File: config.mk
export PLATFORM = sky130hd
export DESIGN_NAME = synapse_current
export DESIGN_NICKNAME = d
export VERILOG_FILES = /design/src/rtl/snn_pkg.sv /design/src/rtl/synapse_weight_sum.sv /design/src/rtl/synapse_current.sv
export SDC_FILE = /design/constraint.sdc
export NUM_CORES = 1
export LEC_CHECK = 0
export ABC_AREA = 1
export BUFFER_PORTS_ARGS = -buffer_cell sky130_fd_sc_hd__buf_2
export CORE_MARGIN = 2
export CORE_UTILIZATION = 50
export CTS_BUF_LIST = sky130_fd_sc_hd__clkbuf_2
export DETAILED_ROUTE_END_ITERATION = 16
export GPL_ROUTABILITY_DRIVEN = 0
export PLACE_DENSITY = 0.7
export SLEW_MARGIN = 10
export SYNTH_ARGS = -nofsm -noshare
export SYNTH_HDL_FRONTEND = slang
export SYNTH_SLANG_ARGS = --single-unit
File: constraint.sdc
create_clock -name clk -period 5.6 [get_ports clk]
set_input_delay 0.56 -clock clk [delete_from_list [all_inputs] [get_ports clk]]
set_output_delay 0.56 -clock clk [all_outputs]
set_load 0.005 [all_outputs]
File: src/rtl/snn_pkg.sv
// Types and constants shared by the spiking-network blocks.
// CUR_W is the current width that the LIF neuron consumes.
package snn_pkg;
  localparam int CUR_W       = 8;
  localparam int DECAY_SHIFT = 3;

  typedef logic        [CUR_W-1:0] cur_t;
  typedef logic signed [CUR_W-1:0] weight_t;
endpackage

File: src/rtl/synapse_weight_sum.sv
// Combinational masked sum of the signed weights of all spiking inputs.
// SW leaves enough headroom that all N_IN weights can be summed without overflow.
module synapse_weight_sum
  import snn_pkg::*;
#(
  parameter int N_IN = 4,
  parameter int W    = CUR_W,
  parameter int SW   = W + $clog2(N_IN) + 2
) (
  input  logic [N_IN-1:0]        spike,
  input  logic [N_IN*W-1:0]      weights,
  output logic signed [SW-1:0]   syn
);

  always_comb begin
    syn = '0;
    for (int i = 0; i < N_IN; i++) begin
      if (spike[i]) syn = syn + SW'($signed(weights[i*W +: W]));
    end
  end

endmodule

File: src/rtl/synapse_current.sv
// Spike-to-current synapse: weighted spike sum plus shift leak, clamped and registered.
// Weights live in a small register file written through w_we/w_addr/w_data.
module synapse_current
  import snn_pkg::*;
#(
  parameter int N_IN        = 4,
  parameter int W           = CUR_W,
  parameter int DECAY_SHIFT = snn_pkg::DECAY_SHIFT,
  parameter int W_INIT      = 0,
  parameter int AW          = (N_IN > 1) ? $clog2(N_IN) : 1
) (
  input  logic            clk,
  input  logic            reset,
  input  logic [N_IN-1:0] spike_in,
  input  logic            leak_en,
  input  logic            w_we,
  input  logic [AW-1:0]   w_addr,
  input  logic [W-1:0]    w_data,
  output logic [W-1:0]    current,
  output logic            sat
);

  localparam int SW = W + $clog2(N_IN) + 2;
  localparam logic signed [SW-1:0] CUR_MAX = SW'({W{1'b1}});

  logic signed [W-1:0]  weight_q [N_IN];
  logic [N_IN*W-1:0]    weights_flat;
  logic signed [SW-1:0] syn;
  logic [W-1:0]         shifted;
  logic [W-1:0]         leak;
  logic signed [SW-1:0] raw;
  logic [W-1:0]         current_next;
  logic                 sat_next;

  always_ff @(posedge clk) begin
    if (reset) begin
      for (int i = 0; i < N_IN; i++) weight_q[i] <= W'(W_INIT);
    end else if (w_we && (32'(w_addr) < N_IN)) begin
      weight_q[w_addr] <= w_data;
    end
  end

  for (genvar g = 0; g < N_IN; g++) begin : g_flat
    assign weights_flat[g*W +: W] = weight_q[g];
  end

  synapse_weight_sum #(
    .N_IN (N_IN),
    .W    (W),
    .SW   (SW)
  ) u_sum (
    .spike   (spike_in),
    .weights (weights_flat),
    .syn     (syn)
  );

  // A nonzero current always leaks at least 1 so decay reaches zero.
  assign shifted = current >> DECAY_SHIFT;

  always_comb begin
    leak = '0;
    if (leak_en) begin
      if ((current != '0) && (shifted == '0)) leak = W'(1);
      else                                    leak = shifted;
    end
  end

  always_comb begin
    raw          = $signed(SW'(current)) - $signed(SW'(leak)) + syn;
    current_next = raw[W-1:0];
    sat_next     = 1'b0;
    if (raw < 0) begin
      current_next = '0;
      sat_next     = 1'b1;
    end else if (raw > CUR_MAX) begin
      current_next = '1;
      sat_next     = 1'b1;
    end
  end

  always_ff @(posedge clk) begin
    if (reset) begin
      current <= '0;
      sat     <= 1'b0;
    end else begin
      current <= current_next;
      sat     <= sat_next;
    end
  end

endmodule

Word level (Yosys, flattened, before mapping)

Memories as Yosys holds them, arrays and structs flattened.
Cells that the tools add are included.

Flip-flop bits (word level): 9
Latch bits: 0
RAM bits: 32
Bits in read-only memories: 0
Logic and storage cells: 32
Memories: 1

Memory list:

| memory   | depth | bits a word | rd ports | clocked after memory_dff | write ports | RTL line              | RTL |
|---|---|---|---|---|---|---|---|
| weight_q | 4     | 8           | 4        | 0                        | 4           | synapse_current.sv:26 | `logic signed [W-1:0] weight_q [N_IN];` |

Add/subtract/negate cells: 5
Multiply operators: 0
Divide/modulo/power cells: 0
Magnitude comparators: 2
Eq/ne operators: 0
Shift-type cells: 0
Mux-type cells: 17
Bitwise logic cells: 0
Reductions and logical operators: 5

Operators by type and width:

| kind                                                         | number |
|---|---|
| two-way mux 12 bit                                           | 4 |
| adder 12 x 8 -> 12 bit                                       | 3 |
| two-way mux 8 bit                                            | 2 |
| adder 9 x 12 -> 12 bit                                       | 1 |
| > comparator 12 x 9 -> 1 bit (second input constant)         | 1 |
| less-than comparator 12 x 1 -> 1 bit (second input constant) | 1 |
| two-way mux 5 bit                                            | 2 |
| subtractor 8 x 5 -> 9 bit                                    | 1 |
| zero test 8 bit                                              | 1 |
| two-way mux 1 bit                                            | 8 |
| nonzero test 8 bit                                           | 1 |
| OR reduction 8 bit                                           | 1 |
| two-way mux 2 bit                                            | 1 |
| OR reduction 2 bit                                           | 1 |
| logical AND 1 bit                                            | 1 |

Logic depth before layout (Yosys ltp)

An unclocked memory read counts as a cell.

Depth after elaboration: 12
Depth in mapped cells: 39

Modules after synthesis

From an unflattened synthesis, not the netlist that was laid out.

Cells, all modules: 649
Area, all modules: 4484.3 um2

Modules (own cells, without submodules):

| module             | instances | cells each | area each (um2) |
|---|---|---|---|
| synapse_current    | 1         | 279        | 2462.4 |
| synapse_weight_sum | 1         | 370        | 2021.9 |

Worst setup path after synthesis

OpenSTA, ideal clock, no wires.

Path kind: input-to-reg
From: input spike_in[0]
To: register current[2]
Library setup time: 0.116 ns
Data arrival time: 5.629 ns
Required time: 5.484 ns
Slack: -0.145 ns
Cell stages on the path: 35
Path buffers: 1
Cell sequence: buf_2 nand2_1 inv_1 ha_1 fa_1 nand2_1 nand2_1 a21oi_1 o21ai_0 nand2_1 nand2_1 o22ai_1 ha_1 a21oi_1 nand2_2 a21oi_1 xor2_1 o21ai_0 ha_1 nand2_1 inv_1 a221oi_1 nand2_1 or2_2 nand3_1 nand2_1 ha_1 inv_1 nor4_1 nand3_1 nand4_1 xnor2_1 nand3_2 o211ai_1 inv_1

Longest elaborated chain between the ends: 10
Elaborated cells on any way between the ends: 12
Those cells by class: 4 x add/sub; 2 x order compare; 5 x mux; 1 x reduce/logical

Ends and longest elaborated chain:

| item                                                                                 | RTL line                                     | RTL |
|---|---|---|
| start: declaration                                                                   | synapse_current.sv:14                        | `input logic [N_IN-1:0] spike_in,` |
| two-way mux 12 bit *                                                                 | synapse_weight_sum.sv:18                     | `if (spike[i]) syn = syn + SW'($signed(weights[i*W +: W]));` |
| adder 12 x 8 -> 12 bit                                                               | synapse_weight_sum.sv:18                     |  |
| two-way mux 12 bit *                                                                 | synapse_weight_sum.sv:18                     |  |
| adder 12 x 8 -> 12 bit                                                               | synapse_weight_sum.sv:18                     |  |
| two-way mux 12 bit *                                                                 | synapse_weight_sum.sv:18                     |  |
| adder 12 x 8 -> 12 bit                                                               | synapse_weight_sum.sv:18                     |  |
| two-way mux 12 bit *                                                                 | synapse_weight_sum.sv:18                     |  |
| adder 9 x 12 -> 12 bit *                                                             | synapse_current.sv:69                        | `raw = $signed(SW'(current)) - $signed(SW'(leak)) + syn;` |
| > comparator 12 x 9 -> 1 bit or less-than comparator 12 x 1 -> 1 bit (tied branches) | synapse_current.sv:75, synapse_current.sv:72 |  |
| two-way mux 8 bit or OR reduction 2 bit (tied branches)                              | -                                            |  |
| end signal: assignment                                                               | synapse_current.sv:86                        | `current <= current_next;` |
| end: declaration                                                                     | synapse_current.sv:19                        | `output logic [W-1:0] current,` |

Every way passes the cells marked *; elsewhere a longest branch is shown, timed or not.
A chain may end at the register's enable or synchronous reset.

==> results.py <==
metrics = {
    "power": {
        "powerDensity_nw_per_um2": 545,
        "ir_drop_v": 0.000409,
        "leakage_uw": 0.00270,
    },
    "clock_tree": {
        "clk_latency_ns": 0.43,
        "cts_root_buffer": "clkbuf_2",
        "clock-sinks": 41,
        "cts_buffers": 5,
        "h-tree-depth": 2,
        "hold_buffers": 0,
        "cts_tree": "done",
        "cts.clk_slew.worst_paths_ns": 0.24,
        "cts_buffer_depth": 2,
    },
    "worst_setup_path": {
        "cp_slowest_cell": "edfxtp_1",
        "cp-end-kind": "flip-flop",
        "cp_data_arrival_time_ns": 5.87,
        "critPathLaunchType": "flip-flop",
        "worstPathMaxFanout": 5,
        "path_class": "flip-flop to flip-flop",
        "cp_common_cell": "nand2_2",
        "r2r_cells": 33,
        "r2r_end": "current[7]",
        "r2r_slack_ns": 0.08,
        "max_stage_delay_ns": 0.45,
        "worstPathRequired_ns": 5.94,
        "r2r-start": "weight_q[0][0]",
    },
    "worst_hold_path": {
        "holdPathEnd": "weight_q[0][3]",
        "hp-class": "primary input to flip-flop",
        "hold_path_depth": 3,
        "worstHoldStart": "w_data[3]",
    },
    "synth": {
        "synthAdderAreaFrac": 0.167,
        "synth_common_cells": "nand2_1, inv_1, nor2_1",
        "ys_seq_area_frac": 0.277,
        "synthDominantCellAreaShare": 0.234,
        "synth_most_common_cell": "nand2_1",
        "synthCells": 554,
        "ys_types": 44,
        "yosys.area_share.simple": 0.253,
        "syn_area_per_cell_um2": 7.43,
        "syn-cell-area_um2": 4110,
        "synthXorXnorAreaFrac": 0.0703,
        "syn_nets": 624,
        "synth-seq-cells": 41,
        "synthMuxAreaShare": 0,
        "yosys-top-cells-area": "edfxtp_1, ha_1, nand2_1",
        "synth_async_sr_flop_share": 0,
        "yosys_warnings": 0,
        "synth_edf_count": 32,
        "synth_top_family_by_area": "simple AND/OR/NAND/NOR gates",
        "ys.flop_type": "edfxtp_1",
        "synth_compound_area_frac": 0.141,
        "yosys.area.top_type": "edfxtp_1",
    },
    "routing": {
        "via_per_inst": 5.32,
        "vias": 4102,
        "drc_errors": 0,
        "routed_wl_um": 10800,
        "drtAntennaViolNets": 0,
        "firstDrtPassIters": 5,
        "avgRoutedWirePerCell_um": 14.0,
        "drtIter0Drc": 239,
    },
    "die": {
        "die_h_um": 94.7,
        "die_w_um": 94.7,
        "ios": 27,
        "rows": 33,
        "core_area_um2": 8090,
        "start_util": 0.508,
        "die_area_um2": 8970,
    },
    "grt": {
        "antenna_found_initial": 0,
        "grt_usage": 0.228,
        "grt_pass1_wl_um": 16300,
        "grt_max_degree": 22,
        "grt_overflow": 0,
        "grt_pass1_vias": 3608,
    },
    "sta": {
        "finalHoldViolations": 0,
        "max_slew.worst_pin.slew_ns": 1.16,
        "rsz0062_at_grt": "yes",
        "finalClockSkew_ns": 0.0195,
        "setup_viol_count_final": 0,
        "min_period_over_period": 0.986,
        "fmax_mhz": 181,
        "relSlewSlack": 0.217,
        "holdWs_ns": 0.468,
        "slew_viol_final": 0,
        "period_needed_ns": 5.52,
        "finalWorstSetupSlack_ns": 0.0758,
    },
    "place": {
        "dpl.hpwl_um": 7710,
        "dp_slack_ns": -0.404,
        "io_buffers": 26,
        "placed_area_um2": 4890,
    },
    "cells_and_area": {
        "final_util": 0.676,
        "filler_cell_count": 679,
        "drive_above_1_share": 0.332,
        "n_antenna_cell": 0,
        "stdcell_area_um2": 5470,
        "area.growth.synth_to_final_pct": 33.1,
        "nNetsFinal": 735,
    },
    "status": {
        "outcome": "completed",
    },
    "run": {
        "drv_cap": 0,
    },
}
cell type report:
cell class / instances / area, µm² / area share
Multi-Input combinational cell: 416 / 3020 / 0.552
Tap cell: 105 / 131 / 0.0240
Clock inverter: 3 / 43.8 / 0.00800
Inverter: 91 / 344 / 0.0629
Timing Repair Buffer: 110 / 764 / 0.140
Clock buffer: 5 / 25.0 / 0.00457
Sequential cell: 41 / 1140 / 0.208
sequential cells by signal (all words and copies together), names as in the netlist:
signal	flops
sat	1
current	8
weight_q	32
power breakdown:
part           internal (µW)  switching [µW]  total (µW)
Combinational           1070            1310        2380
Clock                   76.5             106         183
Sequential               379            45.3         424
layout by cell type (no fill, tap or decap), types with 17 or more instances in the layout:
master	synthesis	routed
nand2_1	118	106
inv_1	88	84
buf_4	1	83
nor2_1	52	48
ha_1	47	35
edfxtp_1	32	32
buf_2	2	26
xor2_1	26	25
nand2_2	13	24
a21oi_1	30	22
nand3_1	20	17
o21ai_0	33	17
metal layers:
metal	track usage	wire, µm	vias to the layer above
li1	-	-	2053
met5	0	0	-
met1	0.324	5060	1935
met3	0.0303	399	15
met2	0.368	5210	99
met4	0.0592	153	0
through the flow:
step / cells / total power (µW) / TNS [ns]
4_1_cts: 762 / 2650 / 0
2_1_floorplan: 554 / 1700 / 0
6_report: 771 / 2980 / 0
3_3_place_gp: 749 / 2260 / -1.71
5_1_grt: 771 / 3240 / -1.49
3_5_place_dp: 749 / 2310 / -3.23
critical path, delay by kind of cell, from the launching register on:
| kind | cells | cell delay (ns) |
|---|---|---|
| buffers and inverters | 6 | 0.62 |
| flip-flops | 1 | 0.45 |
| AO/OA/AOI/OAI | 7 | 0.95 |
| AND/OR/NAND/NOR | 11 | 1.22 |
| adder cells (fa/ha/maj) | 5 | 1.44 |
| XOR/XNOR | 4 | 0.74 |
timing repair:
action	CTS	global route
cloned	1	0
gates resized for setup	24	72
setup endpoints to repair	9	9
pin swaps	14	44
setup buffers	4	9
worst max path at each step:
stage	start	to	cells after the start
5_1_grt	weight_q[0][0]	current[7]	34
3_3_place_gp	spike_in[0]	current[7]	30
3_5_place_dp	spike_in[0]	current[6]	37
6_report	weight_q[0][0]	current[7]	33
4_1_cts	weight_q[0][0]	current[6]	36
2_1_floorplan	spike_in[0]	current[2]	34
kinds of logic (layout without fill, tap and decap cells):
group,after synthesis,in the layout
flip-flops,41,41
AND/OR/NAND/NOR,235,236
adder cells (fa/ha/maj),52,52
XOR/XNOR,33,33
AO/OA/AOI/OAI,95,95
buffers and inverters,98,209
(Power assumes the default switching activity.)
